[config.mk]
export PLATFORM = sky130hd
export DESIGN_NAME = sequence_generator_flat
export DESIGN_NICKNAME = d
export VERILOG_FILES = /design/src/rtl/sequence_generator_if.sv /design/src/rtl/sequence_generator.sv /design/src/flat_wrapper.sv
export SDC_FILE = /design/constraint.sdc
export NUM_CORES = 1
export LEC_CHECK = 0
export ABC_AREA = 1
export CAP_MARGIN = 20
export CORE_MARGIN = 2
export CORE_UTILIZATION = 50
export DETAILED_ROUTE_END_ITERATION = 6
export PLACE_DENSITY = 0.77
export SYNTH_ARGS = -nofsm -noshare
export SYNTH_HDL_FRONTEND = slang
export SYNTH_SLANG_ARGS = --single-unit
[constraint.sdc]
create_clock -name clock -period 2.8 [get_ports clock]
set_input_delay 0.28 -clock clock [delete_from_list [all_inputs] [get_ports clock]]
set_output_delay 0.28 -clock clock [all_outputs]
set_load 0.03 [all_outputs]
[src/rtl/sequence_generator_if.sv]
// Pin bundle between a pattern source/controller and the serial sequence generator.
// master drives the request side; slave is the generator itself.
interface sequence_generator_if #(
    parameter int WIDTH = 16,
    parameter int LEN_W = 5
);
    logic             start;
    logic [WIDTH-1:0] pattern;
    logic [LEN_W-1:0] length;
    logic             loop;
    logic             step;
    logic             abort;
    logic             w;
    logic             busy;
    logic             done;
    logic [LEN_W-1:0] bit_count;
    logic [1:0]       state;

    modport master (
        output start, pattern, length, loop, step, abort,
        input  w, busy, done, bit_count, state
    );

    modport slave (
        input  start, pattern, length, loop, step, abort,
        output w, busy, done, bit_count, state
    );
endinterface

[src/rtl/sequence_generator.sv]
// Serial pattern transmitter: shifts a parallel pattern out MSB-first on w,
// one bit per step strobe, with optional looping and a one-cycle done pulse.
module sequence_generator #(
    parameter int WIDTH = 16,
    parameter int LEN_W = 5
) (
    input  logic                 clock,
    input  logic                 resetn,
    sequence_generator_if.slave  bus
);
    typedef enum logic [1:0] {
        IDLE = 2'b00,
        SEND = 2'b01,
        DONE = 2'b10
    } state_t;

    state_t           state_q, state_d;
    logic [WIDTH-1:0] sreg_q, sreg_d;
    logic [WIDTH-1:0] pat_q, pat_d;
    logic [LEN_W-1:0] len_q, len_d;
    logic [LEN_W-1:0] cnt_q, cnt_d;

    logic             len_ok;
    logic             last_bit;
    logic [WIDTH-1:0] aligned;

    assign len_ok   = (bus.length != '0) && (bus.length <= LEN_W'(WIDTH));
    assign last_bit = (cnt_q == (len_q - LEN_W'(1)));
    // The saved copy is stored already left-aligned so a loop reload is a plain copy.
    assign aligned  = bus.pattern << (LEN_W'(WIDTH) - bus.length);

    always_ff @(posedge clock) begin
        if (!resetn) begin
            state_q <= IDLE;
            sreg_q  <= '0;
            pat_q   <= '0;
            len_q   <= '0;
            cnt_q   <= '0;
        end else begin
            state_q <= state_d;
            sreg_q  <= sreg_d;
            pat_q   <= pat_d;
            len_q   <= len_d;
            cnt_q   <= cnt_d;
        end
    end

    always_comb begin
        state_d = state_q;
        sreg_d  = sreg_q;
        pat_d   = pat_q;
        len_d   = len_q;
        cnt_d   = cnt_q;
        case (state_q)
            IDLE: begin
                sreg_d = '0;
                cnt_d  = '0;
                if (bus.start && len_ok) begin
                    sreg_d  = aligned;
                    pat_d   = aligned;
                    len_d   = bus.length;
                    state_d = SEND;
                end
            end
            SEND: begin
                if (bus.abort) begin
                    state_d = IDLE;
                    sreg_d  = '0;
                    cnt_d   = '0;
                end else if (bus.step) begin
                    if (!last_bit) begin
                        sreg_d = {sreg_q[WIDTH-2:0], 1'b0};
                        cnt_d  = cnt_q + LEN_W'(1);
                    end else if (bus.loop) begin
                        sreg_d = pat_q;
                        cnt_d  = '0;
                    end else begin
                        state_d = DONE;
                        sreg_d  = '0;
                        cnt_d   = '0;
                    end
                end
            end
            // DONE and the unused 2'b11 code both fall back to IDLE with outputs cleared.
            default: begin
                state_d = IDLE;
                sreg_d  = '0;
                cnt_d   = '0;
            end
        endcase
    end

    assign bus.w         = sreg_q[WIDTH-1];
    assign bus.busy      = (state_q == SEND);
    assign bus.done      = (state_q == DONE);
    assign bus.bit_count = cnt_q;
    assign bus.state     = state_q;
endmodule
[src/flat_wrapper.sv]
// flat-port wrapper written by rule: the top's interface ports become plain ports
module sequence_generator_flat 
#(
    parameter int WIDTH = 16,
    parameter int LEN_W = 5
)
  (clock, resetn, bus_start, bus_pattern, bus_length, bus_loop, bus_step, bus_abort, bus_w, bus_busy, bus_done, bus_bit_count, bus_state);
  sequence_generator_if #(.WIDTH(WIDTH), .LEN_W(LEN_W)) bus_i ();
  input  logic clock;
  input  logic resetn;
  input wire logic [$bits(bus_i.start)-1:0] bus_start;
  input wire logic [$bits(bus_i.pattern)-1:0] bus_pattern;
  input wire logic [$bits(bus_i.length)-1:0] bus_length;
  input wire logic [$bits(bus_i.loop)-1:0] bus_loop;
  input wire logic [$bits(bus_i.step)-1:0] bus_step;
  input wire logic [$bits(bus_i.abort)-1:0] bus_abort;
  output wire logic [$bits(bus_i.w)-1:0] bus_w;
  output wire logic [$bits(bus_i.busy)-1:0] bus_busy;
  output wire logic [$bits(bus_i.done)-1:0] bus_done;
  output wire logic [$bits(bus_i.bit_count)-1:0] bus_bit_count;
  output wire logic [$bits(bus_i.state)-1:0] bus_state;
  assign bus_i.start = bus_start;
  assign bus_i.pattern = bus_pattern;
  assign bus_i.length = bus_length;
  assign bus_i.loop = bus_loop;
  assign bus_i.step = bus_step;
  assign bus_i.abort = bus_abort;
  assign bus_w = bus_i.w;
  assign bus_busy = bus_i.busy;
  assign bus_done = bus_i.done;
  assign bus_bit_count = bus_i.bit_count;
  assign bus_state = bus_i.state;
  sequence_generator #(.WIDTH(WIDTH), .LEN_W(LEN_W)) u_core (.clock(clock), .resetn(resetn), .bus(bus_i));
endmodule
==> results of run 1 <==
-- sequential cells by signal, indices dropped and copies added, names as in the netlist --
register              cells
u_core.bus.bit_count      5
u_core.sreg_q            16
u_core.bus.state          2
u_core.len_q              5
u_core.pat_q             16
-- cells in the mapped netlist (all sizes together) --
library cell,count,share of area [%]
a21oi,38,7.6
and2,2,0.42
buf,19,5.1
clkbuf,3,0.37
clkinv,2,0.29
dfxtp,44,29
ha,3,1.2
inv,38,4.8
nand2,173,22
nand3,92,17
nand4,17,3.5
nor2,26,5.6
nor3,1,0.17
nor4,1,0.42
o21ai,10,1.7
xor2,2,0.58
-- how the worst min path moves through the flow --
| stage | from | end | slack (ns) | depth (start not counted) |
|---|---|---|---|---|
| 2_1_floorplan | resetn | u_core.bus.state[0] | 0.39 | 2 |
| 3_3_place_gp | u_core.pat_q[1] | u_core.pat_q[1] | 0.45 | 2 |
| 3_5_place_dp | u_core.pat_q[5] | u_core.pat_q[5] | 0.45 | 2 |
| 4_1_cts | u_core.pat_q[5] | u_core.pat_q[5] | 0.46 | 2 |
| 5_1_grt | u_core.pat_q[11] | u_core.pat_q[11] | 0.49 | 2 |
| 6_report | u_core.pat_q[6] | u_core.pat_q[6] | 0.47 | 2 |
-- worst min-delay path: stages, from the launching register on --
cell                      delay [ns]
sky130_fd_sc_hd__dfxtp_1        0.32
sky130_fd_sc_hd__nand2_1        0.06
sky130_fd_sc_hd__a21oi_1        0.05
-- kinds of logic after synthesis --
family / after synthesis / synth area share [%]
buffers and inverters: 62 / 10.6
xor gates and xnor gates: 2 / 0.582
adders and majority gates: 3 / 1.25
and+or+nand+nor: 312 / 49.1
AOI/OAI and AO/OA: 48 / 9.22
DFF: 44 / 29.2
-- per-layer routing --
metal,track usage [%],vias up
li1,-,1593
met4,5.33,0
met2,39.9,109
met5,0,-
met3,3.30,6
met1,31.2,1432
-- metrics by stage --
step | hold slack (ns) | instances | power, mW | worst slack [ns] | area, sq um
floorplan | 0.389 | 471 | 0.973 | 0.732 | 3010
global placement | 0.448 | 567 | 1.07 | 0.441 | 3350
detailed placement | 0.452 | 567 | 1.08 | 0.394 | 3350
CTS | 0.463 | 574 | 1.46 | 0.715 | 3440
global route | 0.490 | 574 | 1.54 | 0.494 | 3440
finish | 0.466 | 574 | 1.46 | 0.717 | 3440
-- power groups by stage --
| stage | combinational, mW | sequential [mW] | clock (mW) |
|---|---|---|---|
| floorplan | 0.290 | 0.683 | 0 |
| global placement | 0.391 | 0.680 | 0 |
| detailed placement | 0.397 | 0.682 | 0 |
| CTS | 0.399 | 0.667 | 0.392 |
| global route | 0.448 | 0.671 | 0.418 |
| finish | 0.402 | 0.667 | 0.388 |
-- final cells by class --
type	count	area (sq um)
Fill cell	592	2450
Tap cell	75	93.8
Multi-Input combinational cell	365	1810
Clock inverter	2	12.5
Clock buffer	5	68.8
Timing Repair Buffer	43	413
Sequential cell	44	881
Inverter	40	154
==> results.md, run 1 <==
- Final Cycle Share: 74.4%
- Commonest cells after routing, fill and taps aside: sky130_fd_sc_hd__nand2_1 (169), sky130_fd_sc_hd__nand3_1 (82), sky130_fd_sc_hd__dfxtp_1 (44), sky130_fd_sc_hd__clkdlybuf4s50_1 (36), sky130_fd_sc_hd__a21oi_1 (28)
- Max_slew headroom: between 70% and 80%
- Clock latency on the worst-skew pair: around 0.3 ns
- Run status: completed
- Worst path slowest cell: sky130_fd_sc_hd__clkdlybuf4s50_1
- Width of the die: around 82 um
- Most common library cell in the layout ignoring fill and taps: sky130_fd_sc_hd__nand2_1
- Synth-to-Final Area Change: 14.1%
- Power density over the cells: around 420 nW/um^2
- # hold bufs at CTS: 0
- Initial cell density of the core: between 50% and 60%
- Static leakage: 1.50 nW
- Ports placed on the boundary: 37
- Register bit count reported by yosys: 44
- Syn Area/Cell: 6.39 sq um
- Power Internal: ~0.96 mW
- Maximum clock insertion buffer count: 2
- Placeable core area: ~5900 sq um
- Crit-path max FO: 16
- Final Max Slew Viols: 0
- Sequential group share of total power: a little under half
- Number of stages on the worst setup path: 12
- Beginning of the worst register-to-register path: u_core.bus.state[0]
- Avg WL per Cell: 12.8 um
- Worst voltage drop across the vdd grid: about 0.2 mV
- Total routing resource utilization after global routing: a little under a quarter
- Critical path buffers and inverters: 3
- Power share of the clock group: 26.6%
- Distinct cells, synth: 29
- Total setup buffers inserted after CTS: 0
- Highest achievable clock rate: between 0.4 and 0.5 GHz
- Met3 wire len: ~400 um
- CTS Root Buffer Type: sky130_fd_sc_hd__clkbuf_8
- Cell family with most CP delay: buffers and inverters
- Antenna cell count: 0
- Remaining DRCs: 0
- Number of antenna-violating nets in the routed design: 0
- Setup-violating endpoint count in the final report: 0
- Via count of the routed design: between 3000 and 4000
- Hold Crit Class: reg2reg
- Post-Route Utilization: a little under 60%
- Critical path launch point: bus_length[0]
- Yosys warnings: 0
- Wirelength, routed: 7340 um
- Detail Placement HPWL: 5350 um
- Number of nets in the layout: approximately 530
- Number of resized instances in the post-cts repair step: 0
- Remaining global-route overflow: 0
- Post-Syn Instances: about 470
- Vias per cell: between 5 and 6
- TritonCTS clock tree: built
- Kind of critical path: in2reg
- Crit path cell chain: clkdlybuf4s50_1 -> clkinv_2 -> ha_1 -> inv_1 -> nand3_1 -> nand2_1 -> nand2_1 -> and2_1 -> nand2_1 -> nand3_1 -> nand2_1 -> a21oi_2
- Cell area after synthesis: approximately 3000 sq um
- MaxCap Viol Count: 0
- Element type at the critical path start: input pin
- Global-route wire length before repair: around 12000 um
- Worst EP required: roughly 3.0 ns
- Worst setup skew after layout: between 0.01 and 0.015 ns
- Maximum number of pins on one net before global-route repair: 28
- Ratio of cells with drive above 1 in the final layout: ~12%
- Clock-pin transition on the worst setup and hold timing paths: 0.09 ns
- Weighted congestion at the end of routability-driven global placement: approximately 0.86
- Data arrival time of the worst path: between 2 and 2.5 ns
- Total iterations of the first detailed-routing run: 5
- Comb pwr share: between 20% and 30%
- DR top layer: met4
- Number of buffers created by CTS: 5
- Chip Height: a little over 80 um
- RSZ-0062 raised after global routing: no
- Die area: 6660 sq um
- Std cell rows: 28
- Largest stage delay on the critical path: roughly 0.50 ns
- Final hold vios: 0
- Setup TNS after final layout: 0 ns
- Capture instance of the worst register-to-register path: u_core.sreg_q[12]
- Sum of met2 wire segment lengths after detailed routing: 3510 um
- Antenna violations before repair: 0
- Depth of the CTS H-tree: 2
- Post-synthesis net count: 501
- Detailed-route wire length on metal 1: around 3400 um
- Sequential-to-total area share from yosys stat: ~30%
- Critical Path Most Common Cell: sky130_fd_sc_hd__nand2_1
- CP endpoint kind: flop
- Via count of the first global-routing pass: between 2000 and 3000
- End of the critical path: u_core.sreg_q[5]
- CTS sink cnt: 44
- Input/output buffers: 36
- Actual transition at the worst max-transition pin: approximately 0.45 ns
- Switching part of the total power: around a third
- Violation count after the first detailed-routing iteration: 202
- Cell depth of the worst flop-to-flop path: 9
- Final worst path period need: roughly 2.1 ns
- Psw: 0.494 mW
- Setup slack of the worst register-to-register path: about 0.95 ns
Note: power is estimated with default switching activity, not from simulation.
==> run 2, diff against run 1 <==
Settings changed: PLACE_DENSITY 0.77 to 0.8.
Clock period 2.8 ns to 1.7 ns, I/O delays scaled along.
==> results.md, run 2 (synthesis gave the netlist of run 1 again) <==
- Setup Slack @ Placement: -0.435 ns (-0.829 ns)
- Number of buffers created by CTS: 5 (unchanged)
- Number of antenna-violating nets in the routed design: 0 (unchanged)
- Via count of the first global-routing pass: 2886 (+3.1%)
- Final hold vios: 0 (unchanged)
- Max_slew headroom: 72.4% (+2.4 points)
- Setup slack of the worst register-to-register path: -0.11 ns (-1.06 ns)
- Element type at the critical path start: flop
- Global-route wire length before repair: 13000 um (+4.5%)
- Worst voltage drop across the vdd grid: 0.533 mV (+170%)
- Critical Path Most Common Cell: sky130_fd_sc_hd__nand2_1
- Actual transition at the worst max-transition pin: 0.414 ns (-0.0358 ns)
- Crit-path max FO: 9 (-7)
- # hold bufs at CTS: 0 (unchanged)
- Static leakage: 1.71 nW (+14%)
- Placeable core area: 5890 sq um (unchanged)
- Commonest cells after routing, fill and taps aside: sky130_fd_sc_hd__nand2_1 (163), sky130_fd_sc_hd__nand3_1 (74), sky130_fd_sc_hd__dfxtp_1 (40), sky130_fd_sc_hd__clkdlybuf4s50_1 (33), sky130_fd_sc_hd__buf_4 (29)
- Width of the die: 81.6 um (unchanged)
- Synth-to-Final Area Change: 29.3%
- Number of nets in the layout: 558 (+5.5%)
- Remaining global-route overflow: 0 (unchanged)
- Violations in the final reports: negative setup slack
- Biggest regs: u_core.pat_q (16), u_core.sreg_q (16)
- Ports placed on the boundary: 37 (unchanged)
- Total routing resource utilization after global routing: 24.7% (+1.3 points)
- Antenna cell count: 0 (unchanged)
- Die area: 6660 sq um (unchanged)
- RSZ-0062 raised after global routing: yes
- Initial cell density of the core: 51.2% (unchanged)
- Worst path slowest cell: sky130_fd_sc_hd__dfxtp_2
- Setup-violating endpoint count in the final report: 21 (+21)
- Cell area after placement: 3570 sq um (+6.6%)
- Maximum clock insertion buffer count: 2 (unchanged)
- Antenna violations before repair: 0 (unchanged)
- Depth of the CTS H-tree: 2 (unchanged)
- Chip Height: 81.6 um (unchanged)
- FF+latch area: 886 sq um (+0.57%)
- Worst setup skew after layout: 0.0120 ns (+0.00000670 ns)
- CTS sink cnt: 44 (unchanged)
- Data arrival time of the worst path: 2.05 ns (-0.22 ns)
- Maximum number of pins on one net before global-route repair: 33 (+18%)
- Kind of critical path: reg2reg
- Crit path cell chain: inv_2 -> ha_4 -> inv_2 -> nand2_1 -> nand2_1 -> nor2_1 -> nand2_1 -> nor2_4 -> buf_12 -> nand2_8 -> inv_4 -> nand3_1 -> nand2_2 -> nand2_2 -> a21oi_2
- Vias per cell: 5.41 (-1.2%)
- Via count of the routed design: 3266 (+4.0%)
- Ratio of cells with drive above 1 in the final layout: 23.1% (+11 points)
- Violation count after the first detailed-routing iteration: 239 (+18%)
- Avg WL per Cell: 13.2 um (+2.8%)
- Post-route standard cell area excluding fillers: 3890 sq um (+13%)
- Most common library cell in the layout ignoring fill and taps: sky130_fd_sc_hd__nand2_1
- Worst Hold Slack: 0.465 ns (-0.000252 ns)
- Total iterations of the first detailed-routing run: 5 (unchanged)
- Worst EP required: 1.94 ns (-1.05 ns)
- Power density over the cells: 706 nW/um^2 (+66%)
- Multi-input logic area: 1950 sq um (+7.7%)
- Wirelength, routed: 7950 um (+8.2%)
- Post-layout worst setup margin: -0.114 ns (-0.831 ns)
- MaxCap Viol Count: 0 (unchanged)
- CP endpoint kind: flop
- Final Cycle Share: 107%
- Largest stage delay on the critical path: 0.34 ns (-0.16 ns)
- Overall power after layout: 2.75 mW (+89%)
- Input/output buffers: 36 (unchanged)
- Number of filler cells placed in the layout: 496 (-16%)
- Run status: finished, violations left
- TritonCTS clock tree: built
- CTS Root Buffer Type: sky130_fd_sc_hd__clkbuf_8
- Hold Crit Class: reg2reg
- Std cell rows: 28 (unchanged)
- Clock-pin transition on the worst setup and hold timing paths: 0.09 ns (about the same)
- Clock latency on the worst-skew pair: 0.30 ns (about the same)
- Highest achievable clock rate: about 0.55 GHz
- Final Max Slew Viols: 0 (unchanged)
- Weighted congestion at the end of routability-driven global placement: 0.996 (+16%)
- Remaining DRCs: 0 (unchanged)
- Final worst path period need: between 1.5 and 2 ns
- Detail Placement HPWL: 5400 um (+0.87%)
[run 2: worst paths after layout]
| check | start | cells after the start | to |
|---|---|---|---|
| setup / recovery | u_core.len_q[1] | 15 | u_core.sreg_q[0] |
| hold / removal | u_core.pat_q[14] | 2 | u_core.pat_q[14] |
| setup reg to reg | u_core.len_q[1] | 15 | u_core.sreg_q[0] |
| hold reg to reg | u_core.pat_q[14] | 2 | u_core.pat_q[14] |
[run 2: critical path, delay by kind of cell, from the launching register on]
family | cells | cell delay [ns]
AOI/OAI and AO/OA | 1 | 0.10
and+or+nand+nor | 9 | 0.76
adders and majority gates | 1 | 0.26
buffers and inverters | 4 | 0.30
DFF | 1 | 0.34
[run 2: metal layers]
| metal | vias to the layer above | global-route usage, % | part of all wire [%] |
|---|---|---|---|
| met5 | - | 0 | 0 |
| met4 | 0 | 9.33 | 3.0 |
| met3 | 22 | 2.64 | 4.7 |
| met2 | 102 | 40.7 | 47 |
| met1 | 1482 | 33.2 | 45 |
| li1 | 1660 | - | - |
[run 2: layout make-up]
class                   count  share of cell area, %
inverters                  40                   4.24
well taps                  75                   2.41
clock inverters             2                  0.996
repair buffers             71                   17.4
clock buffers               6                   2.12
multi-input cells         366                   50.1
flip-flops and latches     44                   22.7
[run 2: power breakdown]
part	total [mW]	internal, mW	switching, mW
Combinational	0.798	0.317	0.482
Sequential	1.10	1.07	0.0270
Clock	0.851	0.481	0.370
[run 2: through the flow]
step | util, % | std cells | TNS (ns)
after floorplan | - | 471 | -0.129
after global placement | 60.7 | 586 | -9.90
after detailed placement | 60.7 | 586 | -10.74
after CTS | 65.4 | 601 | -0.529
after global routing | 66.2 | 604 | -4.68
final | 66.2 | 604 | -1.47
[run 2: repair_timing]
item / in CTS / in global routing
endpoints found under the setup margin: 24 / 28
cloned: 2 / 1
pin swaps: 13 / 10
buffers inserted: 5 / 2
gates resized for setup: 18 / 10
==> run 3, diff against run 2 <==
Settings changed: ABC_AREA 1 to not set.
==> results.md, run 3 <==
- Cell family with most CP delay: compound AO/OA/AOI/OAI gates
- Cell taking the most area after synthesis: sky130_fd_sc_hd__dfxtp_1
- Number of antenna-violating nets in the routed design: 0 (unchanged)
- MaxCap Viol Count: 0 (unchanged)
- Syn Area/Cell: 9.59 sq um (+50%)
- Final Max Slew Viols: 0 (unchanged)
- CTS sink cnt: 44 (unchanged)
- Highest achievable clock rate: 0.513 GHz (-7.0%)
- Worst path slowest cell: sky130_fd_sc_hd__dfxtp_2
- Element type at the critical path start: flop
- Total routing resource utilization after global routing: 27.7% (+3.0 points)
- Run status: finished, violations left
- Depth of the CTS H-tree: 2 (unchanged)
- Overall power after layout: 2.79 mW (+1.6%)
- Avg WL per Cell: 18.7 um (+42%)
- Worst voltage drop across the vdd grid: 0.416 mV (-22%)
- Most common cell in the netlist: sky130_fd_sc_hd__dfxtp_1
- Vias per cell: 6.09 (+13%)
- Most common library cell in the layout ignoring fill and taps: sky130_fd_sc_hd__buf_4
- Area contributors post-synth: sky130_fd_sc_hd__dfxtp_1 (31%), sky130_fd_sc_hd__mux4_2 (10%), sky130_fd_sc_hd__nand2_1 (5.0%)
- Yosys warnings: 0 (unchanged)
- Count of flip-flops with a built-in enable after synthesis: 0 (unchanged)
- Post-synth top cells: sky130_fd_sc_hd__dfxtp_1 (44), sky130_fd_sc_hd__nand2_1 (37), sky130_fd_sc_hd__nand3_1 (27)
- Setup TNS after final layout: -3.17 ns (-1.69 ns)
- Via count of the routed design: 2772 (-15%)
- Via count of the first global-routing pass: 2791 (-3.3%)
- Register bit count reported by yosys: 44 (unchanged)
- Post-route standard cell area excluding fillers: 4160 sq um (+6.9%)
- Clock latency on the worst-skew pair: 0.32 ns (+0.02 ns)
- Distinct cells, synth: 52 (+79%)
- Placeable core area: 5470 sq um (-7.0%)
- Input/output buffers: 36 (unchanged)
- Final Cycle Share: 115% (+8.0 points)
- Placed Instances: 438 (-25%)
- Global-route wire length before repair: 13700 um (+5.5%)
- Sequential-to-total area share from yosys stat: 31.5% (+2.2 points)
- Maximum number of pins on one net before global-route repair: 23 (-30%)
- Cell area after placement: 3740 sq um (+4.8%)
- Ports placed on the boundary: 37 (unchanged)
- Violation count after the first detailed-routing iteration: 291 (+22%)
- Clock-pin transition on the worst setup and hold timing paths: 0.09 ns (about the same)
- CTS Root Buffer Type: sky130_fd_sc_hd__clkbuf_8
- Worst setup skew after layout: 0.0152 ns (+0.00319 ns)
- Final hold vios: 0 (unchanged)
- Setup-violating endpoint count in the final report: 23 (+9.5%)
- Power density over the cells: 671 nW/um^2 (-5.0%)
- Violations in the final reports: negative setup slack
- Cell area after synthesis: 2800 sq um (-7.0%)
- Worst Hold Slack: 0.346 ns (-0.119 ns)
- Number of nets in the layout: 412 (-26%)
- Post-synthesis net count: 322 (-36%)
- Worst EP required: 1.94 ns (about the same)
- Synth-to-Final Area Change: 48.7%
- Actual transition at the worst max-transition pin: 0.356 ns (-0.0571 ns)
- TritonCTS clock tree: built
- Detail Placement HPWL: 5190 um (-3.8%)
- Std cell rows: 27 (-3.6%)
- Crit path cell chain: inv_2 -> ha_4 -> xor2_2 -> o211ai_4 -> buf_12 -> a2111oi_4 -> buf_6 -> a22oi_1 -> o21ai_1
- Post-layout worst setup margin: -0.251 ns (-0.136 ns)
- Crit-path max FO: 8 (-1)
- Biggest regs: u_core.pat_q (16), u_core.sreg_q (16)
- Die area: 6210 sq um (-6.7%)
- Remaining DRCs: 0 (unchanged)
- Antenna cell count: 0 (unchanged)
- Weighted congestion at the end of routability-driven global placement: 0.825 (-17%)
- Static leakage: 1.63 nW (-4.7%)
- CP endpoint kind: flop
- Number of buffers created by CTS: 5 (unchanged)
- Wirelength, routed: 8510 um (+7.0%)
- Largest stage delay on the critical path: 0.35 ns (about the same)
- Max_slew headroom: 76.2% (+3.7 points)
- Total iterations of the first detailed-routing run: 5 (unchanged)
- Initial cell density of the core: 51.2% (about the same)
- Width of the die: 78.8 um (-3.4%)
- Critical path buffers and inverters: 3 (-1)
- Data arrival time of the worst path: 2.19 ns (+0.14 ns)
- Commonest cells after routing, fill and taps aside: sky130_fd_sc_hd__buf_4 (51), sky130_fd_sc_hd__dfxtp_1 (37), sky130_fd_sc_hd__nand2_1 (34), sky130_fd_sc_hd__clkdlybuf4s50_1 (25), sky130_fd_sc_hd__nand3_1 (20)
- Kind of critical path: reg2reg
- Final worst path period need: 1.95 ns (+0.136 ns)
- Ratio of cells with drive above 1 in the final layout: 39.2% (+16 points)
- Remaining global-route overflow: 0 (unchanged)
- Maximum clock insertion buffer count: 2 (unchanged)
- Hold Crit Class: in2reg
- Share of Yosys cell area claimed by the top area cell type: 31.5% (+2.2 points)
- Antenna violations before repair: 0 (unchanged)
- Ys async rst share: 0% (unchanged)
- Non-filler cells, final: 455 (-25%)
- RSZ-0062 raised after global routing: yes
- Chip Height: 78.8 um (-3.4%)
- Post-Syn Instances: 292 (-38%)
- Prevailing post-synth register cell: sky130_fd_sc_hd__dfxtp_1
[run 3: cell families (layout without fill, tap and decap cells)]
family | after synthesis | count (layout) | share of synthesized area [%]
DFF | 44 | 44 | 31.5
xor gates and xnor gates | 14 | 14 | 5.32
AOI/OAI and AO/OA | 63 | 64 | 19.9
muxes | 26 | 26 | 15.2
buffers and inverters | 29 | 119 | 5.67
adders and majority gates | 3 | 3 | 1.34
and+or+nand+nor | 113 | 113 | 21.1
[run 3: cell type report]
type | instances | area (sq um)
multi-input cells | 220 | 1990
fillers | 343 | 1310
repair buffers | 102 | 1030
flip-flops and latches | 44 | 892
well taps | 72 | 90.1
clock buffers | 5 | 68.8
clock inverters | 3 | 46.3
inverters | 9 | 36.3
[run 3: repair_timing]
item                       CTS  global route
gates cloned                 3             0
resized for setup           30            23
pin swaps                   21            17
setup buffers                6             0
hold buffers                 0             0
setup endpoints to repair   45            45
[run 3: tightest hold or removal path, cell delays in order]
cell and delay (ns):
sky130_fd_sc_hd__clkbuf_2 0.13, sky130_fd_sc_hd__buf_4 0.14, sky130_fd_sc_hd__mux2i_1 0.07, sky130_fd_sc_hd__nor2b_1 0.11
[run 3: power by group]
group | internal (mW) | switching [mW] | total [mW]
Combinational | 0.440 | 0.386 | 0.826
Sequential | 1.07 | 0.0300 | 1.10
Clock | 0.443 | 0.424 | 0.868
[run 3: path summary, 6_finish.rpt]
kind | startpoint | endpoint | slack [ns] | depth (start not counted)
hold / removal | bus_length[0] | u_core.len_q[0] | 0.35 | 4
setup reg to reg | u_core.len_q[0] | u_core.sreg_q[0] | -0.25 | 9
setup / recovery | u_core.len_q[0] | u_core.sreg_q[0] | -0.25 | 9
hold reg to reg | u_core.pat_q[14] | u_core.pat_q[14] | 0.47 | 2
[run 3: routing by layer]
metal  global-route usage, %  vias to the layer above  wire, um
met4                    12.6                        0       465
met2                    49.0                      141      4260
met1                    33.5                     1307      3280
met5                       0                        -         0
met3                    3.75                       51       507
li1                        -                     1273         -
[run 3: metrics by stage]
stage / setup WS [ns] / util, %
2_1_floorplan: -0.136 / -
3_3_place_gp: -0.602 / 68.4
3_5_place_dp: -0.643 / 68.4
4_1_cts: -0.0980 / 74.4
5_1_grt: -0.297 / 76.1
6_report: -0.251 / 76.1
